**src/rtl/noc_tx_serializer.sv**
```systemverilog
// Transmit-side NOCI byte link: buffers 64-bit core results in a small FIFO and
// frames them into header/length/payload byte packets, LSB byte first.
module noc_tx_serializer #(
   parameter int unsigned PKT_WORDS  = 25,
   parameter int unsigned FIFO_DEPTH = 4,
   parameter logic [2:0]  HDR_CODE   = 3'b011,
   parameter logic [4:0]  DEST_ID    = 5'd0
) (
   input  logic        clk,
   input  logic        reset,
   input  logic        pushout,
   input  logic        firstout,
   input  logic [63:0] dout,
   output logic        stopout,
   output logic        noc_from_dev_ctl,
   output logic [7:0]  noc_from_dev_data,
   output logic        err_overflow,
   output logic        err_framing
);
   localparam int unsigned CW = $clog2(FIFO_DEPTH + 1);
   localparam int unsigned PW = (FIFO_DEPTH > 1) ? $clog2(FIFO_DEPTH) : 1;
   localparam int unsigned IW = $clog2(PKT_WORDS + 1);

   localparam logic [CW-1:0] DEPTH_C  = CW'(FIFO_DEPTH);
   localparam logic [CW-1:0] STOP_LVL = CW'(FIFO_DEPTH - 1);
   localparam logic [CW-1:0] ONE_C    = CW'(1);
   localparam logic [PW-1:0] PTR_MAX  = PW'(FIFO_DEPTH - 1);
   localparam logic [IW-1:0] IDX_MAX  = IW'(PKT_WORDS - 1);
   localparam logic [7:0]    HDR_BYTE = {HDR_CODE, DEST_ID};
   localparam logic [7:0]    LEN_BYTE = 8'(8 * PKT_WORDS);

   localparam logic [2:0] S_IDLE  = 3'd0;
   localparam logic [2:0] S_HDR   = 3'd1;
   localparam logic [2:0] S_LEN   = 3'd2;
   localparam logic [2:0] S_DATA  = 3'd3;
   localparam logic [2:0] S_STALL = 3'd4;

   logic [63:0]   mem_q [FIFO_DEPTH];
   logic [PW-1:0] wr_ptr_q, wr_ptr_d, rd_ptr_q, rd_ptr_d, rd_next;
   logic [CW-1:0] count_q, count_d;
   logic [IW-1:0] in_idx_q, in_idx_d, out_word_q, out_word_d;
   logic [2:0]    state_q, state_d, byte_idx_q, byte_idx_d;
   logic          ctl_q, ctl_d, ovf_q, ovf_d, frm_q, frm_d;
   logic [7:0]    data_q, data_d, head0_next;
   logic          full, push_acc, pop;

   assign full     = (count_q == DEPTH_C);
   assign push_acc = pushout && !full;
   assign pop      = (state_q == S_DATA) && (byte_idx_q == 3'd7);
   assign stopout  = (count_q >= STOP_LVL);

   assign noc_from_dev_ctl  = ctl_q;
   assign noc_from_dev_data = data_q;
   assign err_overflow      = ovf_q;
   assign err_framing       = frm_q;

   always_comb begin
      wr_ptr_d = wr_ptr_q;
      if (push_acc) wr_ptr_d = (wr_ptr_q == PTR_MAX) ? '0 : wr_ptr_q + PW'(1);
      rd_next  = (rd_ptr_q == PTR_MAX) ? '0 : rd_ptr_q + PW'(1);
      rd_ptr_d = pop ? rd_next : rd_ptr_q;
      count_d  = count_q;
      if (push_acc && !pop)      count_d = count_q + ONE_C;
      else if (!push_acc && pop) count_d = count_q - ONE_C;
   end

   // Word following a pop: next stored entry, or the word being pushed this
   // same cycle when the popped entry was the only one buffered.
   assign head0_next = (count_q > ONE_C) ? mem_q[rd_next][7:0] : dout[7:0];

   always_comb begin
      in_idx_d = in_idx_q;
      frm_d    = frm_q;
      ovf_d    = ovf_q | (pushout & full);
      if (push_acc) begin
         in_idx_d = (in_idx_q == IDX_MAX) ? '0 : in_idx_q + IW'(1);
         frm_d    = frm_q | (firstout != (in_idx_q == '0));
      end
   end

   always_comb begin
      state_d    = state_q;
      byte_idx_d = byte_idx_q;
      out_word_d = out_word_q;
      ctl_d      = 1'b1;
      data_d     = '0;
      case (state_q)
         S_IDLE: begin
            if (count_q != '0) begin
               state_d = S_HDR;
               data_d  = HDR_BYTE;
            end
         end
         S_HDR: begin
            state_d = S_LEN;
            ctl_d   = 1'b0;
            data_d  = LEN_BYTE;
         end
         S_LEN: begin
            state_d    = S_DATA;
            byte_idx_d = '0;
            out_word_d = '0;
            ctl_d      = 1'b0;
            data_d     = mem_q[rd_ptr_q][7:0];
         end
         S_DATA: begin
            if (byte_idx_q != 3'd7) begin
               byte_idx_d = byte_idx_q + 3'd1;
               ctl_d      = 1'b0;
               data_d     = mem_q[rd_ptr_q][{byte_idx_d, 3'b000} +: 8];
            end else begin
               byte_idx_d = '0;
               if (out_word_q == IDX_MAX) begin
                  out_word_d = '0;
                  if (count_d != '0) begin
                     state_d = S_HDR;
                     data_d  = HDR_BYTE;
                  end else begin
                     state_d = S_IDLE;
                  end
               end else begin
                  out_word_d = out_word_q + IW'(1);
                  if (count_d != '0) begin
                     ctl_d  = 1'b0;
                     data_d = head0_next;
                  end else begin
                     state_d = S_STALL;
                  end
               end
            end
         end
         S_STALL: begin
            if (count_q != '0) begin
               state_d = S_DATA;
               ctl_d   = 1'b0;
               data_d  = mem_q[rd_ptr_q][7:0];
            end
         end
         default: state_d = S_IDLE;
      endcase
   end

   always_ff @(posedge clk) begin
      if (reset) begin
         wr_ptr_q   <= '0;
         rd_ptr_q   <= '0;
         count_q    <= '0;
         in_idx_q   <= '0;
         out_word_q <= '0;
         byte_idx_q <= '0;
         state_q    <= S_IDLE;
         ctl_q      <= 1'b1;
         data_q     <= '0;
         ovf_q      <= 1'b0;
         frm_q      <= 1'b0;
      end else begin
         wr_ptr_q   <= wr_ptr_d;
         rd_ptr_q   <= rd_ptr_d;
         count_q    <= count_d;
         in_idx_q   <= in_idx_d;
         out_word_q <= out_word_d;
         byte_idx_q <= byte_idx_d;
         state_q    <= state_d;
         ctl_q      <= ctl_d;
         data_q     <= data_d;
         ovf_q      <= ovf_d;
         frm_q      <= frm_d;
      end
   end

   always_ff @(posedge clk) begin
      if (push_acc) mem_q[wr_ptr_q] <= dout;
   end
endmodule

```
**config.mk**
```make
export PLATFORM = sky130hd
export DESIGN_NAME = noc_tx_serializer
export DESIGN_NICKNAME = d
export VERILOG_FILES = /design/src/rtl/noc_tx_serializer.sv
export SDC_FILE = /design/constraint.sdc
export NUM_CORES = 1
export LEC_CHECK = 0
export ABC_AREA = 1
export CAP_MARGIN = 20
export CORE_UTILIZATION = 33
export CTS_CLUSTER_DIAMETER = 120
export DETAILED_ROUTE_END_ITERATION = 8
export GPL_TIMING_DRIVEN = 0
export PLACE_DENSITY = 0.6
export SYNTH_ARGS = -nofsm -noshare
export SYNTH_HDL_FRONTEND = slang
export SYNTH_SLANG_ARGS = --single-unit
export TNS_END_PERCENT = 5
```
**constraint.sdc**
```tcl
create_clock -name clk -period 6.1 [get_ports clk]
set_input_delay 0.915 -clock clk [delete_from_list [all_inputs] [get_ports clk]]
set_output_delay 0.915 -clock clk [all_outputs]
set_load 0.01 [all_outputs]
```
# [After elaboration in Yosys (flattened, before gate mapping)]
# Memories as Yosys holds them, arrays and structs flattened. A register that Yosys moved wholly into a read port is not among the register bits.
# Index checks and enable logic that the tools add are counted.
# Widths: inputs -> output; s select.
[word_totals] register_bits=34 mem_bits_rw=256 input_bits=68 wordCells=90 memories=1
[op_classes] add_sub_neg=7 n_lt_le_gt_ge=2 eq_ne=16 n_shift=1 muxes=34 n_bitwise=3 n_reduce_logical=15
[mem_list] name="mem_q" words=4 width=64 read_ports=2 rd_ports_with_merged_regs=1 wr=1 line="38" rtl="logic [63:0] mem_q [FIFO_DEPTH];"
[op_table] cell="$shiftx 64x7->8" n=1
[op_table] cell="$mux 8" n=5
[op_table] cell="$pmux 8 s5" n=1
[op_table] cell="$mux 3" n=8
[op_table] cell="$mux 5" n=3
[op_table] cell="$pmux 3 s5" n=1
[op_table] cell="$mux 7" n=2
[op_table] cell="$add 5x1->5 const B" n=2
[op_table] cell="$eq 5x5->1 const B" n=2
[op_table] cell="$pmux 5 s2" n=1
[op_table] cell="$eq 3x3->1 const B" n=3
[op_table] cell="$mux 2" n=4
[op_table] cell="$mux 1" n=7
[op_table] cell="$add 3x1->3 const B" n=2
[op_table] cell="$eq 3x2->1 const B" n=2
[op_table] cell="$ne 2x2->1 const B" n=3
[op_table] cell="$ne 3x3->1 const B" n=2
[op_table] cell="$pmux 3 s2" n=1
[op_table] cell="$reduce_bool 3->1" n=2
[op_table] cell="$logic_not 5->1" n=1
[op_table] cell="$add 2x1->2 const B" n=2
[op_table] cell="$eq 2x2->1 const B" n=2
[op_table] cell="$logic_and 1x1->1" n=4
[op_table] cell="$reduce_and 4->1" n=1
[op_table] cell="other kinds (13)" n=16

# [Longest topological paths before layout]
# Gate-level depths: netlist (run 1).
[logic_depth] ltp_word=12 depth_mapped=16

# [Worst setup path after synthesis (run 1)]
# Ideal clock, no wire load.
[synth_timing] path_type="input-to-reg" startpoint="input pushout" endpoint="memory mem_q[0][0], enable pin" arrival_ns=4.014 slack_ns=1.600 path_stages=4 path_cell_list="nand2_1 buf_4 clkbuf_1 nor2_1"
[synth_between] elab_chain_cells=3
[synth_lines] element="from (decl)" line="11" rtl="input logic pushout,"
[synth_lines] element="$logic_and 1x1->1" line="48" rtl="assign push_acc = pushout && !full;"
[synth_lines] element="$mux 1" line="172" rtl="if (push_acc) mem_q[wr_ptr_q] <= dout;"
[synth_lines] element="$mux 1 (implied by the code)" line="172"
[synth_lines] element="to (decl)" line="38"
# Every way passes these cells.

# [Worst setup path after layout (run 1)]
[layout_timing] startpoint="input pushout" endpoint="memory mem_q[0][41], enable pin"
# The elaborated chain is that of the path after synthesis.

==> results of run 1 <==
[where the power goes]
part	internal (µW)	switching [µW]	total (µW)	leakage, µW
Combinational	175	308	483	0.00253
Sequential	2280	33.0	2320	0.00264
Clock	1030	785	1820	0.000486
[metal layers]
layer	vias up	wire length, µm	global-route usage [%]
li1	4390	-	-
met1	4331	15200	24.4
met2	288	15600	28.3
met3	51	2000	2.69
met4	0	754	4.51
met5	-	0	0
[through the flow]
stage	cell area (µm²)	TNS (ns)	total power, µW	setup WS [ns]
4_1_cts	15200	0	4640	3.02
3_3_place_gp	13900	-374.64	2830	-1.55
3_5_place_dp	14200	0	2840	2.42
6_report	15200	0	4610	3.02
5_1_grt	15200	0	4780	2.90
2_1_floorplan	12500	0	2610	1.60
[flip-flops by register name (all words and copies together), names as in the netlist, named ones only]
name and count:
err_framing 1, mem_q 256, byte_idx_q 3, rd_ptr_q 2
noc_from_dev_ctl 1, state_q 3, noc_from_dev_data 8, err_overflow 1
out_word_q 5, in_idx_q 5, count_q 3, wr_ptr_q 2
[cell usage in the layout (no fill, tap or decap), types with 2 or more instances in the layout]
cell / n
nand2_1: 361
edfxtp_1: 256
nand3_1: 243
clkdlybuf4s50_1: 79
inv_1: 75
a21oi_1: 41
nor2_1: 40
dfxtp_1: 36
clkbuf_1: 34
clkbuf_16: 31
o21ai_0: 29
buf_2: 26
ha_1: 16
clkinv_2: 10
nor3_1: 8
buf_1: 7
clkinv_1: 6
buf_12: 6
nand3b_1: 4
nor2_4: 4
inv_2: 4
nand4_1: 4
a211oi_1: 4
o211ai_1: 3
o21ai_1: 3
buf_16: 3
buf_4: 2
nand4_2: 2
nor2_2: 2
bufinv_16: 2
[logic make-up (layout without fill, tap and decap cells)]
logic type / after synthesis / after routing / synth area share, %
flip-flops: 292 / 292 / 67.1
adder cells (fa/ha/maj): 16 / 16 / 1.60
buffers and inverters: 143 / 289 / 4.60
AND/OR/NAND/NOR: 670 / 670 / 23.1
AO/OA/AOI/OAI: 83 / 83 / 3.52
XOR/XNOR: 1 / 1 / 0.0699
[worst min path at each step]
stage,endpoint,startpoint,slack (ns),depth (start not counted)
after floorplan,byte_idx_q[1]$_SDFFE_PP0P_,byte_idx_q[1]$_SDFFE_PP0P_,0.44,2
after global placement,err_framing$_SDFFE_PP0P_,err_framing$_SDFFE_PP0P_,0.44,2
after detailed placement,err_overflow$_SDFF_PP0_,err_overflow$_SDFF_PP0_,0.44,2
after CTS,err_overflow$_SDFF_PP0_,err_overflow$_SDFF_PP0_,0.45,2
after global routing,err_overflow$_SDFF_PP0_,err_overflow$_SDFF_PP0_,0.48,2
final,err_overflow$_SDFF_PP0_,err_overflow$_SDFF_PP0_,0.45,2
[worst min-delay path: cells and delay by family (launching register included)]
| family | cells | cell delay (ns) |
|---|---|---|
| AO/OA/AOI/OAI | 1 | 0.05 |
| buffers and inverters | 1 | 0.04 |
| flip-flops | 1 | 0.31 |
[final cells by class]
class	count	area (µm²)	share of cell area, %
buffer	63	277	1.82
timing repair buffer	88	993	6.55
clock inverter	20	165	1.09
sequential	292	8410	55.5
inverter	80	300	1.98
clock buffer	38	812	5.36
multi-input combinational	770	3570	23.6
tap	504	631	4.16
==> results.json, run 1 <==
{
  "worst_setup_path_start_kind": "input pin",
  "crit_end": "mem_q[0][41]$_DFFE_PP_",
  "min_period_ns": 3.08,
  "initial_utilization_pct": 33.9,
  "grt_antenna_before_repair": 0,
  "syn_inst": 1205,
  "drc_errors": 0,
  "finClkSkew_ns": 0.0271,
  "drive_above_1_share_pct": 7.33,
  "status": "complete, no violations",
  "r2r_start": "count_q[0]$_SDFF_PP0_",
  "vias_per_cell": 4.88,
  "grt_pass1_vias": 8726,
  "cts_resized": 0,
  "grt_pass1_wl_mm": 51.4,
  "synth_top_cell_by_area": "edfxtp_1",
  "synthFlopType": "edfxtp_1",
  "clock.fmax_mhz": 325,
  "fin_crit_sh_pct": 50.5,
  "rr_endpoint": "mem_q[0][41]$_DFFE_PP_",
  "crit_family": "buffers and inverters",
  "htree_num_levels": 1,
  "wl_per_cell_um": 18.1,
  "wl_mm": 33.6,
  "slowest_delay_ns": 0.80,
  "critPathKind": "in -> reg",
  "fp.dieH_um": 197,
  "cts_root_buf": "clkbuf_16",
  "final_hold_viol_count": 0,
  "fin_util_pct": 41.0,
  "cts_made_buffers": 31,
  "area_growth_syn_to_layout_pct": 21.0,
  "boundaryPins": 80,
  "syn_nets": 1289,
  "place_inst": 1797,
  "core_um2": 37000,
  "whs_ns": 0.448,
  "cp.depth": 7,
  "startpoint": "pushout",
  "final_max_slew_viol_count": 0,
  "arrival_ns": 3.36,
  "rsz0062_at_grt": "no",
  "yosysSeqAreaShare_pct": 67.1,
  "clk_pin_slew_worst_paths_ns": 0.06,
  "cts_buffer_depth": 3,
  "synth-async-reset-ratio_pct": 0,
  "slew-limit-headroom_pct": 36.9,
  "antenna_left": 0,
  "postCtsSetupBuffers": 0,
  "synth.avg_cell_area_um2": 10.4,
  "synth.most_common_cell": "nand2_1",
  "synth_area_um2": 12500,
  "critical-path-slowest-cell": "nor2_4",
  "clock_latency_ns": 0.58,
  "r2r_cells": 9,
  "end_kind": "flop",
  "drv_cap": 0,
  "grt_max_degree": 28,
  "io_buffers": 79,
  "r2r_slack_ns": 3.08,
  "worst_pin_slew_ns": 0.944,
  "p_per_area_nw_per_um2": 304,
  "finalSetupViolations": 0,
  "num_vias": 9060,
  "cp_max_fo": 25,
  "cts_tree": "yes",
  "netlist.area_leader.share_pct": 61.4,
  "gr-total-overflow": 0,
  "ir_worst_vdd_v": 0.000198,
  "final_cells": 1855,
  "worstPathCellList": "clkdlybuf4s50_1 -> nand2_1 -> buf_4 -> clkbuf_1 -> nor2_4 -> buf_12 -> buf_16",
  "antennaDiodeCount": 0,
  "critPathRequiredTime_ns": 6.38,
  "die_w_um": 197,
  "cp.buffers_inverters": 5,
  "layout.nets": 1410,
  "die_area_um2": 38700,
  "nFillCells": 3609,
  "cts_sinks": 292,
  "first_pass_iters": 5,
  "core.rowCount": 70,
  "first_iter_violations": 823,
  "synthDistinctLibCells": 29,
  "synth_common_cells": "361 x nand2_1, 256 x edfxtp_1, 243 x nand3_1, 75 x inv_1, 44 x nor2_1",
  "ys_ff_latch": 292,
  "gp_congestion": 0.854,
  "dp_hpwl_mm": 22.8,
  "hold_class": "reg -> reg",
  "track_usage_pct": 17.5,
  "synth_edf_count": 256,
  "total_leakage_power_uw": 0.00566,
  "synth.area.top_cells": "edfxtp_1 61%, nand2_1 11%, nand3_1 9.7%",
  "cts_hold_buffers": 0,
  "yosys_warnings": 0
}
Note: power is estimated with default switching activity, not from simulation.
==> run 2: changes to the inputs <==
--- a/config.mk
+++ b/config.mk
@@ -11,7 +11,7 @@
 export CTS_CLUSTER_DIAMETER = 120
 export DETAILED_ROUTE_END_ITERATION = 8
 export GPL_TIMING_DRIVEN = 0
-export PLACE_DENSITY = 0.6
+export PLACE_DENSITY = 0.61
 export SYNTH_ARGS = -nofsm -noshare
 export SYNTH_HDL_FRONTEND = slang
 export SYNTH_SLANG_ARGS = --single-unit
==> constraint.sdc (replaced) <==
create_clock -name clk -period 2.7 [get_ports clk]
set_input_delay 0.405 -clock clk [delete_from_list [all_inputs] [get_ports clk]]
set_output_delay 0.405 -clock clk [all_outputs]
set_load 0.01 [all_outputs]
==> run 2 against run 1 <==
  * Cell count up 0.16%
  * Non-clock buffer count up 4
  * Power grew 130%
  * Die area did not move
  * Sequential cell count is the same
  * Core utilization is 0.27 points higher
  * Routed wire length fell by 0.75%
  * Clock power is 130% higher
  * Largest cell class unchanged
  * Highest routed layer unchanged
==> results.json, run 2 (synthesis results as in run 1) <==
{
  "grt_pass1_vias": 8746,
  "worstHoldStart": "err_overflow$_SDFF_PP0_",
  "crit_family": "buffers and inverters",
  "whs_ns": 0.449,
  "finClkSkew_ns": 0.00812,
  "rsz0062_at_grt": "no",
  "grt_antenna_before_repair": 0,
  "worst_pin_slew_ns": 0.747,
  "cts_sinks": 292,
  "core.rowCount": 70,
  "startpoint": "byte_idx_q[0]$_SDFFE_PP0P_",
  "r2r_start": "byte_idx_q[0]$_SDFFE_PP0P_",
  "vias_per_cell": 4.92,
  "status": "complete, no violations",
  "num_vias": 9134,
  "die_area_um2": 38700,
  "cts_buffer_depth": 3,
  "first_iter_violations": 876,
  "place_inst": 1798,
  "final_hold_viol_count": 0,
  "arrival_ns": 3.05,
  "final_max_slew_viol_count": 0,
  "clk_pin_slew_worst_paths_ns": 0.06,
  "final_cell_mix": "361 x nand2_1, 256 x edfxtp_1, 243 x nand3_1",
  "hold_class": "reg -> reg",
  "antennaDiodeCount": 0,
  "worst_setup_path_start_kind": "flop",
  "worstPathCellList": "clkbuf_1 -> inv_1 -> buf_1 -> nand3_1 -> nand3_1 -> nand2_1 -> nand2_1 -> nand3_1 -> nand3_1 -> nand2_1 -> inv_1",
  "die_w_um": 197,
  "drive_above_1_share_pct": 7.31,
  "initial_utilization_pct": 33.9,
  "gr-total-overflow": 0,
  "grt_max_degree": 27,
  "slowest_delay_ns": 0.52,
  "fin_crit_sh_pct": 95.7,
  "end_kind": "flop",
  "first_pass_iters": 5,
  "busiest_layer": "met2",
  "cp_max_fo": 10,
  "cts_tree": "yes",
  "dp_hpwl_mm": 22.9,
  "min_period_ns": 2.58,
  "wl_per_cell_um": 17.9,
  "drc_errors": 0,
  "p_per_area_nw_per_um2": 690,
  "ir_worst_vdd_v": 0.000474,
  "use_met2_pct": 27.8,
  "wl_mm": 33.3,
  "boundaryPins": 80,
  "layout.nets": 1414,
  "grt_util_met3_pct": 2.62,
  "antenna_left": 0,
  "finalSetupViolations": 0,
  "critical-path-slowest-cell": "clkbuf_1",
  "total_leakage_power_uw": 0.00570,
  "grt_util_met1_pct": 23.8,
  "gp_congestion": 0.882,
  "grt_pass1_wl_mm": 50.7,
  "critPathRequiredTime_ns": 3.17,
  "track_usage_pct": 17.1,
  "area_growth_syn_to_layout_pct": 21.8,
  "clock_latency_ns": 0.57,
  "htree_num_levels": 1,
  "largest_register_ffs": 256,
  "clock.fmax_mhz": 387,
  "crit_top_cell": "nand3_1",
  "io_buffers": 79,
  "cp.buffers_inverters": 4,
  "cts_root_buf": "clkbuf_16",
  "drv_cap": 0,
  "critPathKind": "reg -> reg",
  "final_cells": 1858,
  "slew-limit-headroom_pct": 50.1,
  "cts_made_buffers": 31,
  "fp.dieH_um": 197,
  "final_common_cell": "nand2_1",
  "regMostFlops": "mem_q",
  "setup_tns_ns": 0,
  "core_um2": 37000
}
[run 2: stage by stage]
step / worst slack [ns] / util, % / power, µW / area (µm²)
2_1_floorplan: -0.582 / - / 5900 / 12500
3_3_place_gp: -2.41 / 37.8 / 6370 / 14000
3_5_place_dp: -0.482 / 38.5 / 6420 / 14200
4_1_cts: 0.0638 / 41.2 / 10600 / 15200
5_1_grt: 0.0387 / 41.3 / 10900 / 15300
6_report: 0.115 / 41.3 / 10500 / 15300
[run 2: what timing repair did]
item,4_1_cts,5_1_grt
pin swaps,1,1
hold buffers,0,0
cloned,0,0
resized for setup,2,2
endpoints found under the setup margin,52,20
setup buffers,1,2
[run 2: final timing paths]
path | cells after the start | end | slack, ns
worst max-delay path | 11 | noc_from_dev_data[0]$_SDFF_PP0_ | 0.12
worst min-delay path | 2 | err_overflow$_SDFF_PP0_ | 0.45
worst max register to register | 11 | noc_from_dev_data[0]$_SDFF_PP0_ | 0.12
worst min register to register | 2 | err_overflow$_SDFF_PP0_ | 0.45
[run 2: cell type report]
class                   instances  area [µm²]
clock inverters                23         214
flip-flops and latches        292        8410
well taps                     504         631
fillers                      3580       21700
multi-input cells             770        3570
repair buffers                 92        1060
inverters                      80         300
plain buffers                  63         282
clock buffers                  34         787
[run 2: metal layers]
metal  share of wire [%]  up-vias
li1                    -     4400
met1                  44     4340
met2                  46      345
met3                 6.8       49
met4                 2.5        0
met5                   0        -
[run 2: where the power goes]
group	internal (µW)	switching, µW	total, µW
combinational	414	700	1110
clock	2470	1720	4190
sequential	5160	74.1	5230
[run 2: worst register-to-register path: stages (launching register included)]
cell      delay [ns]
dfxtp_1         0.33
clkbuf_1        0.52
inv_1           0.26
buf_1           0.36
nand3_1         0.22
nand3_1         0.14
nand2_1         0.18
nand2_1         0.08
nand3_1         0.15
nand3_1         0.14
nand2_1         0.08
inv_1           0.04
==> run 3: changes to the inputs <==
--- a/config.mk
+++ b/config.mk
@@ -11,6 +11,7 @@
 export CTS_CLUSTER_DIAMETER = 120
 export DETAILED_ROUTE_END_ITERATION = 8
 export GPL_TIMING_DRIVEN = 0
+export HOLD_SLACK_MARGIN = 0.08
 export PLACE_DENSITY = 0.61
 export SYNTH_ARGS = -nofsm -noshare
 export SYNTH_HDL_FRONTEND = slang
==> results of run 3 <==
No change in the layout: final DEF, timing and power equal those of run 2.
